--- config.mk ---
export PLATFORM = sky130hd
export DESIGN_NAME = cut_bank_flat
export DESIGN_NICKNAME = d
export VERILOG_FILES = /design/src/rtl/cut_bank_pkg.sv /design/src/rtl/cut_bank_if.sv /design/src/rtl/cut_bank_rect_hit.sv /design/src/rtl/cut_bank.sv /design/src/flat_wrapper.sv
export SDC_FILE = /design/constraint.sdc
export NUM_CORES = 1
export LEC_CHECK = 0
export ABC_AREA = 1
export CORE_MARGIN = 2
export CORE_UTILIZATION = 40
export CTS_CLUSTER_DIAMETER = 30
export DETAILED_ROUTE_END_ITERATION = 6
export HOLD_SLACK_MARGIN = 0.12
export MAX_ROUTING_LAYER = met4
export PLACE_DENSITY = 0.6
export SETUP_SLACK_MARGIN = 0.02
export SYNTH_ARGS = -nofsm -noshare
export SYNTH_HDL_FRONTEND = slang
export SYNTH_SLANG_ARGS = --single-unit
--- constraint.sdc ---
create_clock -name clk -period 1.8 [get_ports clk]
set_clock_uncertainty 0.05 [all_clocks]
set_input_delay 0.18 -clock clk [delete_from_list [all_inputs] [get_ports clk]]
set_output_delay 0.18 -clock clk [all_outputs]
set_load 0.01 [all_outputs]
--- src/rtl/cut_bank_pkg.sv ---
// cut_pkg: shared types and constants for the cut_bank rectangle cutter.
//   pixel_t    : {colour, t}, t=1 means opaque
//   rect_cfg_t : one rectangle slot (inclusive bounds, enable, invert[, blink])
// Optional feature macro: CUT_BLINK_EN adds a per-slot blink bit.
package cut_pkg;

  localparam int   COORD_W     = 10;
  localparam int   COLOR_W     = 9;
  localparam logic T_OPAQUE    = 1'b1;
  localparam logic T_CLEAR     = 1'b0;
  localparam int   BLINK_CNT_W = 6;

  typedef struct packed {
    logic [COLOR_W-1:0] colour;
    logic               t;
  } pixel_t;

  typedef struct packed {
    logic [COORD_W-1:0] x1;
    logic [COORD_W-1:0] y1;
    logic [COORD_W-1:0] x2;
    logic [COORD_W-1:0] y2;
    logic               en;
    logic               inv;
`ifdef CUT_BLINK_EN
    logic               blink;
`endif
  } rect_cfg_t;

  typedef enum logic {
    ST_RUN    = 1'b0,
    ST_COMMIT = 1'b1
  } state_e;

  // Slot index width; a single-slot bank still carries a 1-bit index.
  function automatic int idx_w(input int n);
    return (n > 1) ? $clog2(n) : 1;
  endfunction

endpackage

--- src/rtl/cut_bank_if.sv ---
// cut_bank_if: config write port, frame/pixel input and pixel output of cut_bank.
//   master : driver side (compositor / bench)
//   slave  : cut_bank side
// Optional feature macro: CUT_BLINK_EN adds cfg_blink.
interface cut_bank_if #(parameter int NUM_RECT = 4);
  import cut_pkg::*;

  localparam int IDX_W = idx_w(NUM_RECT);

  logic               cfg_valid;
  logic               cfg_ready;
  logic [IDX_W-1:0]   cfg_idx;
  logic [COORD_W-1:0] cfg_x1;
  logic [COORD_W-1:0] cfg_y1;
  logic [COORD_W-1:0] cfg_x2;
  logic [COORD_W-1:0] cfg_y2;
  logic               cfg_en;
  logic               cfg_inv;
`ifdef CUT_BLINK_EN
  logic               cfg_blink;
`endif
  logic               frame_start;
  logic               pix_valid;
  logic [COORD_W-1:0] X;
  logic [COORD_W-1:0] Y;
  logic [COLOR_W:0]   layer_in;
  logic               out_valid;
  logic [COLOR_W:0]   rgbt_out;

  modport master (
`ifdef CUT_BLINK_EN
    output cfg_blink,
`endif
    output cfg_valid, cfg_idx, cfg_x1, cfg_y1, cfg_x2, cfg_y2, cfg_en, cfg_inv,
    output frame_start, pix_valid, X, Y, layer_in,
    input  cfg_ready, out_valid, rgbt_out
  );

  modport slave (
`ifdef CUT_BLINK_EN
    input  cfg_blink,
`endif
    input  cfg_valid, cfg_idx, cfg_x1, cfg_y1, cfg_x2, cfg_y2, cfg_en, cfg_inv,
    input  frame_start, pix_valid, X, Y, layer_in,
    output cfg_ready, out_valid, rgbt_out
  );

endinterface

--- src/rtl/cut_bank_rect_hit.sv ---
// rect_hit: combinational per-slot test.
//   cfg       : active slot configuration
//   x, y      : current pixel coordinate
//   blink_off : (CUT_BLINK_EN only) blink phase in which blinking slots are suppressed
//   cut       : slot wants this pixel made transparent
module rect_hit
  import cut_pkg::*;
(
  input  rect_cfg_t          cfg,
  input  logic [COORD_W-1:0] x,
  input  logic [COORD_W-1:0] y,
`ifdef CUT_BLINK_EN
  input  logic               blink_off,
`endif
  output logic               cut
);

  logic hit;
  logic eff;

  // Inverted bounds (x1>x2 or y1>y2) naturally yield no hit.
  assign hit = cfg.en & (x >= cfg.x1) & (x <= cfg.x2) & (y >= cfg.y1) & (y <= cfg.y2);
  // en gates again so a disabled inverted slot does not cut everything.
  assign eff = cfg.en & (hit ^ cfg.inv);

`ifdef CUT_BLINK_EN
  assign cut = eff & ~(cfg.blink & blink_off);
`else
  assign cut = eff;
`endif

endmodule

--- src/rtl/cut_bank.sv ---
// cut_bank: multi-region pipelined pixel cutter with double-buffered slot config.
//   clk, rst_n : pixel clock, async active-low reset
//   bus        : cut_bank_if.slave (config port, frame_start, pixel in/out)
// Fixed 2-cycle latency from pix_valid to out_valid; no back-pressure.
// Optional feature macro: CUT_BLINK_EN (per-slot blink driven by a 6-bit frame counter).
//
// state     | meaning
// ----------+------------------------------------------------------------
// ST_RUN    | config writes land in shadow slots; frame_start -> ST_COMMIT
// ST_COMMIT | cfg_ready low; shadow copied to active, back to ST_RUN
module cut_bank
  import cut_pkg::*;
#(
  parameter int NUM_RECT = 4
) (
  input logic     clk,
  input logic     rst_n,
  cut_bank_if.slave bus
);

  state_e    state_q, state_d;
  rect_cfg_t shadow_q [NUM_RECT];
  rect_cfg_t shadow_d [NUM_RECT];
  rect_cfg_t active_q [NUM_RECT];
  rect_cfg_t active_d [NUM_RECT];
  rect_cfg_t cfg_word;
  logic      cfg_fire;

  logic [NUM_RECT-1:0] cut_vec;
  logic [NUM_RECT-1:0] cut_s1_q, cut_s1_d;
  pixel_t              pix_s1_q, pix_s1_d;
  logic                vld_s1_q, vld_s1_d;
  pixel_t              rgbt_s2_q, rgbt_s2_d;
  logic                vld_s2_q, vld_s2_d;

`ifdef CUT_BLINK_EN
  logic [BLINK_CNT_W-1:0] blink_cnt_q, blink_cnt_d;

  always_comb begin
    blink_cnt_d = blink_cnt_q;
    if (bus.frame_start) blink_cnt_d = blink_cnt_q + BLINK_CNT_W'(1);
  end

  always_ff @(posedge clk or negedge rst_n) begin
    if (!rst_n) blink_cnt_q <= '0;
    else        blink_cnt_q <= blink_cnt_d;
  end
`endif

  assign bus.cfg_ready = (state_q == ST_RUN);
  assign cfg_fire      = bus.cfg_valid & (state_q == ST_RUN);

  always_comb begin
    cfg_word     = '0;
    cfg_word.x1  = bus.cfg_x1;
    cfg_word.y1  = bus.cfg_y1;
    cfg_word.x2  = bus.cfg_x2;
    cfg_word.y2  = bus.cfg_y2;
    cfg_word.en  = bus.cfg_en;
    cfg_word.inv = bus.cfg_inv;
`ifdef CUT_BLINK_EN
    cfg_word.blink = bus.cfg_blink;
`endif
  end

  // A write coinciding with frame_start lands in shadow on the same edge,
  // so the following COMMIT already sees it.
  always_comb begin
    state_d  = state_q;
    shadow_d = shadow_q;
    active_d = active_q;
    unique case (state_q)
      ST_RUN: begin
        if (cfg_fire && (int'(bus.cfg_idx) < NUM_RECT)) shadow_d[bus.cfg_idx] = cfg_word;
        if (bus.frame_start) state_d = ST_COMMIT;
      end
      ST_COMMIT: begin
        active_d = shadow_q;
        state_d  = ST_RUN;
      end
      default: state_d = ST_RUN;
    endcase
  end

  for (genvar i = 0; i < NUM_RECT; i++) begin : g_hit
    rect_hit u_hit (
      .cfg       (active_q[i]),
      .x         (bus.X),
      .y         (bus.Y),
`ifdef CUT_BLINK_EN
      .blink_off (blink_cnt_q[BLINK_CNT_W-1]),
`endif
      .cut       (cut_vec[i])
    );
  end

  always_comb begin
    cut_s1_d  = cut_vec;
    pix_s1_d  = pixel_t'(bus.layer_in);
    vld_s1_d  = bus.pix_valid;
    vld_s2_d  = vld_s1_q;
    rgbt_s2_d = rgbt_s2_q;
    if (vld_s1_q) begin
      if (|cut_s1_q) rgbt_s2_d = '{colour: '0, t: T_CLEAR};
      else           rgbt_s2_d = pix_s1_q;
    end
  end

  always_ff @(posedge clk or negedge rst_n) begin
    if (!rst_n) begin
      state_q <= ST_RUN;
      for (int i = 0; i < NUM_RECT; i++) begin
        shadow_q[i] <= '0;
        active_q[i] <= '0;
      end
      cut_s1_q  <= '0;
      pix_s1_q  <= '0;
      vld_s1_q  <= 1'b0;
      rgbt_s2_q <= '0;
      vld_s2_q  <= 1'b0;
    end else begin
      state_q   <= state_d;
      shadow_q  <= shadow_d;
      active_q  <= active_d;
      cut_s1_q  <= cut_s1_d;
      pix_s1_q  <= pix_s1_d;
      vld_s1_q  <= vld_s1_d;
      rgbt_s2_q <= rgbt_s2_d;
      vld_s2_q  <= vld_s2_d;
    end
  end

  assign bus.out_valid = vld_s2_q;
  assign bus.rgbt_out  = rgbt_s2_q;

endmodule

--- src/flat_wrapper.sv ---
// flat-port wrapper written by rule: the top's interface ports become plain ports
module cut_bank_flat import cut_pkg::*;
#(
  parameter int NUM_RECT = 4
)
  (clk, rst_n, bus_cfg_valid, bus_cfg_idx, bus_cfg_x1, bus_cfg_y1, bus_cfg_x2, bus_cfg_y2, bus_cfg_en, bus_cfg_inv, bus_frame_start, bus_pix_valid, bus_X, bus_Y, bus_layer_in, bus_cfg_ready, bus_out_valid, bus_rgbt_out);
  cut_bank_if #(.NUM_RECT(NUM_RECT)) bus_i ();
  input logic clk;
  input logic rst_n;
  input wire logic [$bits(bus_i.cfg_valid)-1:0] bus_cfg_valid;
  input wire logic [$bits(bus_i.cfg_idx)-1:0] bus_cfg_idx;
  input wire logic [$bits(bus_i.cfg_x1)-1:0] bus_cfg_x1;
  input wire logic [$bits(bus_i.cfg_y1)-1:0] bus_cfg_y1;
  input wire logic [$bits(bus_i.cfg_x2)-1:0] bus_cfg_x2;
  input wire logic [$bits(bus_i.cfg_y2)-1:0] bus_cfg_y2;
  input wire logic [$bits(bus_i.cfg_en)-1:0] bus_cfg_en;
  input wire logic [$bits(bus_i.cfg_inv)-1:0] bus_cfg_inv;
  input wire logic [$bits(bus_i.frame_start)-1:0] bus_frame_start;
  input wire logic [$bits(bus_i.pix_valid)-1:0] bus_pix_valid;
  input wire logic [$bits(bus_i.X)-1:0] bus_X;
  input wire logic [$bits(bus_i.Y)-1:0] bus_Y;
  input wire logic [$bits(bus_i.layer_in)-1:0] bus_layer_in;
  output wire logic [$bits(bus_i.cfg_ready)-1:0] bus_cfg_ready;
  output wire logic [$bits(bus_i.out_valid)-1:0] bus_out_valid;
  output wire logic [$bits(bus_i.rgbt_out)-1:0] bus_rgbt_out;
  assign bus_i.cfg_valid = bus_cfg_valid;
  assign bus_i.cfg_idx = bus_cfg_idx;
  assign bus_i.cfg_x1 = bus_cfg_x1;
  assign bus_i.cfg_y1 = bus_cfg_y1;
  assign bus_i.cfg_x2 = bus_cfg_x2;
  assign bus_i.cfg_y2 = bus_cfg_y2;
  assign bus_i.cfg_en = bus_cfg_en;
  assign bus_i.cfg_inv = bus_cfg_inv;
  assign bus_i.frame_start = bus_frame_start;
  assign bus_i.pix_valid = bus_pix_valid;
  assign bus_i.X = bus_X;
  assign bus_i.Y = bus_Y;
  assign bus_i.layer_in = bus_layer_in;
  assign bus_cfg_ready = bus_i.cfg_ready;
  assign bus_out_valid = bus_i.out_valid;
  assign bus_rgbt_out = bus_i.rgbt_out;
  cut_bank #(.NUM_RECT(NUM_RECT)) u_core (.clk(clk), .rst_n(rst_n), .bus(bus_i));
endmodule
==> impl_metrics.xml, run 1 <==
<?xml version="1.0" encoding="UTF-8"?>
<metrics>
  <group name="hold_path">
    <metric name="hold_class" unit="">input pin to register</metric>
  </group>
  <group name="clock_tree">
    <metric name="clkLatencyLatePin" unit="ns">0.59</metric>
    <metric name="numCtsBuffers" unit="">86</metric>
    <metric name="clk_pin_slew" unit="ns">0.05</metric>
    <metric name="cts_tree" unit="">yes</metric>
    <metric name="clock_sinks" unit="">363</metric>
    <metric name="ctsHtreeMaxLevel" unit="">3</metric>
    <metric name="bufs_on_longest_clock_path" unit="">3</metric>
    <metric name="cts.root.buffer_cell" unit="">clkbuf_16</metric>
  </group>
  <group name="critical_path">
    <metric name="endpoint_kind" unit="">output port</metric>
    <metric name="cp_data_arrival_time" unit="ns">1.47</metric>
    <metric name="timing.critical_path.from_type" unit="">register</metric>
    <metric name="path_cells" unit="">clkdlybuf4s50_1</metric>
    <metric name="cp_slowest_stage_delay" unit="ns">0.54</metric>
    <metric name="required" unit="ns">1.57</metric>
    <metric name="timing.critical_path.max_delay_family" unit="">buffers and inverters</metric>
    <metric name="crit_path_max_fanout" unit="">2</metric>
    <metric name="critical_path_buf_inv_count" unit="">1</metric>
    <metric name="critPathSlowestCell" unit="">clkdlybuf4s50_1</metric>
    <metric name="path_class" unit="">register to output port</metric>
  </group>
  <group name="synth">
    <metric name="ys_ff_latch" unit="">363</metric>
    <metric name="yosys_most_used_dff" unit="">dfrtp_1</metric>
    <metric name="synth.area.top_cells" unit="">dfrtp_1 (52%), nand2_1 (13%), ha_1 (11%)</metric>
    <metric name="postSynth.asyncResetShare" unit="%">100</metric>
    <metric name="netlist.top_cell.by_area" unit="">dfrtp_1</metric>
    <metric name="synth_edf_count" unit="">0</metric>
    <metric name="synth.net_count" unit="">2197</metric>
    <metric name="synth.most_common_cell" unit="">nand2_1</metric>
    <metric name="post_synth_most_frequent_cells" unit="">nand2_1 (584), dfrtp_1 (363), inv_1 (271)</metric>
    <metric name="synthDominantCellAreaShare" unit="%">51.8</metric>
    <metric name="synth.yosys.seq_area_share" unit="%">51.8</metric>
    <metric name="ys.warnings.count" unit="">0</metric>
    <metric name="syn-mean-instance-area" unit="sq um">8.95</metric>
    <metric name="yosys.cell_types.count" unit="">27</metric>
    <metric name="syn-instance-count" unit="">1958</metric>
    <metric name="synth_area" unit="sq um">17500</metric>
  </group>
  <group name="place">
    <metric name="finalWeightedCongestion" unit="">0.868</metric>
    <metric name="hpwl" unit="um">29200</metric>
    <metric name="instance_area_after_placement" unit="sq um">19300</metric>
    <metric name="dpl_worst_slack" unit="ns">-0.536</metric>
    <metric name="io_buffers" unit="">90</metric>
  </group>
  <group name="layout">
    <metric name="layout-drive-gt1-share" unit="%">13.8</metric>
    <metric name="num_antenna_cells" unit="">0</metric>
    <metric name="finalCoreUtilization" unit="%">53.1</metric>
    <metric name="area.growth.synth_to_final" unit="%">30.7</metric>
    <metric name="post-route-cell-area" unit="sq um">22900</metric>
    <metric name="finish.net_count" unit="">2375</metric>
  </group>
  <group name="sta">
    <metric name="final.hold.worst_slack" unit="ns">0.158</metric>
    <metric name="report.final.hold_viol_count" unit="">0</metric>
    <metric name="final.setup.worst_slack" unit="ns">0.0984</metric>
    <metric name="rsz0062_at_grt" unit="">yes</metric>
    <metric name="worst_pin_slew" unit="ns">0.606</metric>
    <metric name="timing.final.crit_share" unit="%">94.5</metric>
    <metric name="final_period_minus_worst_setup_slack" unit="ns">1.70</metric>
    <metric name="maxClockFrequency" unit="MHz">588</metric>
    <metric name="timing.final.max_slew_violations" unit="">0</metric>
    <metric name="setup_viol_count_final" unit="">0</metric>
    <metric name="worst_slew_margin_rel" unit="%">59.6</metric>
  </group>
  <group name="die">
    <metric name="die-width" unit="um">213</metric>
    <metric name="core_area" unit="sq um">43200</metric>
    <metric name="die_area" unit="sq um">45500</metric>
    <metric name="placement_row_count" unit="">76</metric>
    <metric name="floorplan.die.height" unit="um">213</metric>
    <metric name="start_util" unit="%">40.6</metric>
    <metric name="floorplan.io_pins" unit="">91</metric>
  </group>
  <group name="grt">
    <metric name="antenna_found_initial" unit="">0</metric>
    <metric name="pin_count_of_the_biggest_net_entering_global_routing" unit="">91</metric>
    <metric name="groute.usage.overall" unit="%">20.5</metric>
    <metric name="number_of_global_route_vias_before_repair" unit="">13800</metric>
    <metric name="global_route_wire_length_before_repair" unit="um">70500</metric>
    <metric name="global_route.overflow_total" unit="">0</metric>
  </group>
  <group name="route">
    <metric name="firstDrtPassIters" unit="">5</metric>
    <metric name="highest_layer" unit="">met4</metric>
    <metric name="route.met3.wl" unit="um">1830</metric>
    <metric name="drc_errors" unit="">0</metric>
    <metric name="final_antenna_net_count" unit="">0</metric>
    <metric name="detailedRoute.firstIterationViolations" unit="">736</metric>
    <metric name="num_vias" unit="">13400</metric>
    <metric name="met1_length" unit="um">19600</metric>
    <metric name="vias_per_cell" unit="">4.82</metric>
    <metric name="met2RoutedLength" unit="um">21000</metric>
    <metric name="route.final.wire_length" unit="um">43300</metric>
    <metric name="drt-wirelength-per-cell" unit="um">15.5</metric>
  </group>
  <group name="power_and_ir_drop">
    <metric name="irDropWorstVdd" unit="V">0.000726</metric>
    <metric name="power.share.sequential" unit="%">32.7</metric>
    <metric name="p_int" unit="mW">23.5</metric>
    <metric name="p_leak" unit="nW">11.3</metric>
    <metric name="part_of_the_power_in_the_clock_network" unit="%">50.6</metric>
    <metric name="sw_frac_of_total" unit="%">27.0</metric>
    <metric name="power.net_switching" unit="mW">8.68</metric>
    <metric name="share_comb_of_total_power" unit="%">16.7</metric>
    <metric name="pwr_density_cell" unit="nW/um^2">1400</metric>
  </group>
  <group name="outcome">
    <metric name="outcome" unit="">finished, final reports clean</metric>
  </group>
  <group name="job">
    <metric name="max-cap-violations" unit="">0</metric>
  </group>
</metrics>
cell families after synthesis:
kind of cell	Yosys count	synth area share, %
AOI/OAI and AO/OA	383	11.7
adders and majority gates	160	11.4
buffers and inverters	348	9.22
DFF	363	51.8
and+or+nand+nor	704	15.8
layer usage:
layer / track usage (%) / vias to the layer above
met1: 25.8 / 6493
li1: - / 6616
met4: 6.37 / 0
met2: 33.4 / 253
met3: 4.15 / 70
met5: - / -
registers in the layout, indices dropped and copies added, names as in the netlist:
name                  flops
u_core.vld_s1_q           1
u_core.active_q         168
u_core.bus.out_valid      1
u_core.state_q            1
u_core.shadow_q         168
u_core.pix_s1_q          10
u_core.cut_s1_q           4
u_core.bus.rgbt_out      10
cell usage in the layout, fill, tap and decap left out, types with 6 or more instances in the layout:
master and count:
nor2_2 15, clkbuf_1 7, nor2_1 44, clkinv_2 11
nand3_1 32, buf_4 38, clkinvlp_4 9, o22ai_1 10
nand2_1 569, o21bai_1 6, dfrtp_1 362, inv_1 259
o21ai_1 56, ha_1 147, buf_12 23, inv_6 7
nand2_2 14, o21ai_0 242, nand4_1 11, a21o_1 13
dlygate4sd3_1 14, bufinv_16 14, inv_2 13, clkbuf_8 15
o21ai_2 16, a21oi_1 32, ha_4 13, clkdlybuf4s50_1 88
clkbuf_16 88
cell type report:
type                       count  area (sq um)
fill                        3939         20300
clock buffer                 110          2430
tap                          585           732
clock inverter                45           647
timing repair buffer         166          1820
sequential                   363          9090
multi-input combinational   1247          7160
inverter                     272          1020
power groups by stage:
stage	Clock, mW	Sequential (mW)	Combinational, mW
2_1_floorplan	0	10.4	3.36
3_3_place_gp	0	10.6	4.89
3_5_place_dp	0	10.6	5.07
4_1_cts	16.5	10.5	5.18
5_1_grt	17.0	10.7	6.26
6_report	16.3	10.5	5.37
through the flow:
stage / power (mW) / cells / setup TNS [ns]
6_report: 32.2 / 2788 / 0
4_1_cts: 32.2 / 2787 / 0
5_1_grt: 34.0 / 2788 / -0.0230
2_1_floorplan: 13.8 / 1958 / 0
3_3_place_gp: 15.5 / 2616 / -1.85
3_5_place_dp: 15.7 / 2616 / -1.85
repair_timing:
item / CTS / global route
hold buffers: 15 / 0
endpoints found under the setup margin: 4 / 8
gates resized for setup: 7 / 68
pin swaps: 1 / 19
buffers inserted: 1 / 1
endpoints found under the hold margin: 376 / 0
worst paths after layout:
path,startpoint,endpoint,slack [ns],cells after the start
setup / recovery,u_core.bus.rgbt_out[4],bus_rgbt_out[4],0.1,1
hold / removal,bus_cfg_x1[0],u_core.shadow_q[158],0.16,3
setup reg to reg,u_core.active_q[51],u_core.cut_s1_q[2],0.1,12
hold reg to reg,u_core.shadow_q[2],u_core.active_q[2],0.40,2
max in group asynchronous,rst_n,u_core.active_q[15],1.06,3
min in group asynchronous,rst_n,u_core.active_q[151],0.22,3
No activity file was read; power rests on OpenSTA's default activity.
==> run 2, diff against run 1 <==
--- a/config.mk
+++ b/config.mk
@@ -6,13 +6,15 @@
 export NUM_CORES = 1
 export LEC_CHECK = 0
 export ABC_AREA = 1
+export CELL_PAD_IN_SITES_DETAIL_PLACEMENT = 2
+export CELL_PAD_IN_SITES_GLOBAL_PLACEMENT = 2
 export CORE_MARGIN = 2
-export CORE_UTILIZATION = 40
+export CORE_UTILIZATION = 38
 export CTS_CLUSTER_DIAMETER = 30
 export DETAILED_ROUTE_END_ITERATION = 6
 export HOLD_SLACK_MARGIN = 0.12
 export MAX_ROUTING_LAYER = met4
-export PLACE_DENSITY = 0.6
+export PLACE_DENSITY = 0.83
 export SETUP_SLACK_MARGIN = 0.02
 export SYNTH_ARGS = -nofsm -noshare
 export SYNTH_HDL_FRONTEND = slang
==> run 2 against run 1 <==
The flow now finishes with violations (negative setup slack). Fmax down 24%. Utilization is 1.3 points higher. Combinational power rose by 74%. Non-clock buffer count grew 12. Largest cell class unchanged.
==> impl_metrics.xml, run 2 (same netlist as run 1, synthesis figures left out) <==
<?xml version="1.0" encoding="UTF-8"?>
<metrics>
  <group name="place">
    <metric name="dpl_worst_slack" unit="ns">-0.764</metric>
    <metric name="finalWeightedCongestion" unit="">0.790</metric>
    <metric name="hpwl" unit="um">37300</metric>
    <metric name="io_buffers" unit="">90</metric>
    <metric name="numPlacedInstances" unit="">2621</metric>
  </group>
  <group name="sta">
    <metric name="maxClockFrequency" unit="MHz">447</metric>
    <metric name="worst_slew_margin_rel" unit="%">56.7</metric>
    <metric name="setup_viol_count_final" unit="">15</metric>
    <metric name="timing.final.crit_share" unit="%">124</metric>
    <metric name="rsz0062_at_grt" unit="">yes</metric>
    <metric name="final_period_minus_worst_setup_slack" unit="ns">2.24</metric>
    <metric name="worst_pin_slew" unit="ns">0.649</metric>
    <metric name="final.setup.worst_slack" unit="ns">-0.436</metric>
    <metric name="report.final.hold_viol_count" unit="">0</metric>
    <metric name="timing.final.max_slew_violations" unit="">0</metric>
  </group>
  <group name="clock_tree">
    <metric name="cts.root.buffer_cell" unit="">clkbuf_16</metric>
    <metric name="clock_sinks" unit="">363</metric>
    <metric name="numCtsBuffers" unit="">92</metric>
    <metric name="cts_tree" unit="">yes</metric>
    <metric name="clkLatencyLatePin" unit="ns">0.65</metric>
    <metric name="clk_pin_slew" unit="ns">0.05</metric>
    <metric name="bufs_on_longest_clock_path" unit="">3</metric>
    <metric name="ctsHtreeMaxLevel" unit="">3</metric>
  </group>
  <group name="critical_path">
    <metric name="crit_path_max_fanout" unit="">2</metric>
    <metric name="path_class" unit="">register to register</metric>
    <metric name="timing.critical_path.from_type" unit="">register</metric>
    <metric name="cp_data_arrival_time" unit="ns">2.75</metric>
    <metric name="required" unit="ns">2.32</metric>
    <metric name="endpoint_kind" unit="">register</metric>
  </group>
  <group name="route">
    <metric name="route.final.wire_length" unit="um">100000</metric>
    <metric name="drt-wirelength-per-cell" unit="um">35.3</metric>
    <metric name="detailedRoute.firstIterationViolations" unit="">1425</metric>
    <metric name="num_vias" unit="">17000</metric>
    <metric name="drc_errors" unit="">0</metric>
    <metric name="vias_per_cell" unit="">6.02</metric>
    <metric name="firstDrtPassIters" unit="">6</metric>
    <metric name="final_antenna_net_count" unit="">0</metric>
  </group>
  <group name="job">
    <metric name="max-cap-violations" unit="">0</metric>
  </group>
  <group name="layout">
    <metric name="final_cell_mix" unit="">nand2_1 (494), dfrtp_1 (361), o21ai_0 (228)</metric>
    <metric name="largest_registers" unit="">u_core.active_q: 168 flops, u_core.shadow_q: 168 flops</metric>
    <metric name="layout.cells.most_common" unit="">nand2_1</metric>
    <metric name="area.growth.synth_to_final" unit="%">41.1</metric>
    <metric name="layout-drive-gt1-share" unit="%">26.0</metric>
    <metric name="finish.net_count" unit="">2393</metric>
    <metric name="filler_cell_count" unit="">4454</metric>
    <metric name="fin_cells" unit="">2831</metric>
  </group>
  <group name="hold_path">
    <metric name="hold_class" unit="">input pin to register</metric>
  </group>
  <group name="die">
    <metric name="floorplan.die.height" unit="um">219</metric>
    <metric name="die_area" unit="sq um">47900</metric>
    <metric name="die-width" unit="um">219</metric>
    <metric name="placement_row_count" unit="">78</metric>
    <metric name="core_area" unit="sq um">45500</metric>
    <metric name="start_util" unit="%">38.5</metric>
    <metric name="floorplan.io_pins" unit="">91</metric>
  </group>
  <group name="power_and_ir_drop">
    <metric name="power.share.sequential" unit="%">29.2</metric>
    <metric name="share_comb_of_total_power" unit="%">24.5</metric>
    <metric name="p_leak" unit="nW">11.7</metric>
    <metric name="part_of_the_power_in_the_clock_network" unit="%">46.3</metric>
    <metric name="power.net_switching" unit="mW">13.6</metric>
    <metric name="p_int" unit="mW">24.6</metric>
    <metric name="sw_frac_of_total" unit="%">35.6</metric>
    <metric name="pwr_density_cell" unit="nW/um^2">1540</metric>
    <metric name="irDropWorstVdd" unit="V">0.000918</metric>
  </group>
  <group name="outcome">
    <metric name="outcome" unit="">complete, but fails checks</metric>
    <metric name="failed_checks" unit="">negative setup slack</metric>
  </group>
  <group name="grt">
    <metric name="number_of_global_route_vias_before_repair" unit="">18900</metric>
    <metric name="antenna_found_initial" unit="">2</metric>
    <metric name="pin_count_of_the_biggest_net_entering_global_routing" unit="">204</metric>
    <metric name="global_route.overflow_total" unit="">0</metric>
    <metric name="groute.usage.overall" unit="%">36.3</metric>
    <metric name="global_route_wire_length_before_repair" unit="um">124000</metric>
  </group>
</metrics>
==> run 2: cell count changes in the layout (fill, tap and decap cells not counted), moves of 13 or more <==
cell,delta
nand2_4,+13
nand3_1,-20
ha_1,-56
nor2_4,+29
nand2_1,-75
ha_4,+56
o21ai_0,-14
nor2_1,-30
inv_1,-65
nand2_2,+61
inv_2,+61
==> run 2: worst max-delay path, cell delays in order, from the launching register on <==
cell and delay (ns):
dfrtp_1 0.38, inv_1 0.10, ha_1 0.26, a21oi_1 0.19, nor2_1 0.08, nor2_1 0.39, nand3_2 0.18, nand2_4 0.15
inv_2 0.06, nor2_4 0.14, nor2_4 0.06, nor2_4 0.14
==> run 2: repair_timing <==
action	4_1_cts	5_1_grt
gates cloned	0	5
buffers inserted	7	13
resized for setup	187	236
hold endpoints to repair	375	0
setup endpoints to repair	6	52
hold buffers	14	0
pin swaps	47	84
==> run 2: layout make-up <==
cell class	count	area (sq um)	share of cell area, %
Antenna cell	2	5.00	0.0202
Inverter	272	1030	4.17
Clock buffer	130	2670	10.8
Sequential cell	363	9090	36.8
Tap cell	600	751	3.04
Multi-Input combinational cell	1247	8600	34.8
Timing Repair Buffer	178	2100	8.49
Clock inverter	39	487	1.97
==> run 2: final timing paths <==
kind                                 startpoint                     end  slack [ns]  cells past startpoint
setup / recovery           u_core.active_q[135]      u_core.cut_s1_q[0]       -0.44                     11
hold / removal                    bus_cfg_x2[2]     u_core.shadow_q[98]        0.18                      3
setup reg to reg           u_core.active_q[135]      u_core.cut_s1_q[0]       -0.44                     11
hold reg to reg              u_core.shadow_q[8]      u_core.shadow_q[8]        0.44                      2
max in group asynchronous                 rst_n  u_core.bus.rgbt_out[2]        1.05                      3
min in group asynchronous                 rst_n      u_core.shadow_q[5]        0.20                      3
==> run 2: stage by stage <==
step	setup TNS, ns	instance area [sq um]	total power, mW	hold WS, ns	utilization [%]
floorplan	0	17500	13.8	-0.166	-
global placement	-2.16	19300	15.5	0.0531	42.4
detailed placement	-2.43	19300	16.2	0.0628	42.4
CTS	-0.0711	23400	35.0	0.135	51.4
global route	-1.98	24700	39.0	0.198	54.4
finish	-1.75	24700	38.2	0.179	54.4
==> run 2: power groups by stage <==
stage / Clock [mW] / Combinational (mW) / Sequential, mW
floorplan: 0 / 3.36 / 10.4
global placement: 0 / 4.95 / 10.6
detailed placement: 0 / 5.48 / 10.7
CTS: 17.2 / 6.97 / 10.8
global route: 18.0 / 9.76 / 11.2
finish: 17.7 / 9.35 / 11.2
==> run 2: routing by layer <==
| layer | GRT usage, % | part of all wire [%] | vias to the layer above |
|---|---|---|---|
| met1 | 37.3 | 34 | 8724 |
| met5 | - | 0 | - |
| li1 | - | - | 6680 |
| met4 | 22.1 | 9.6 | 0 |
| met2 | 63.6 | 50 | 1053 |
| met3 | 7.72 | 6.6 | 590 |
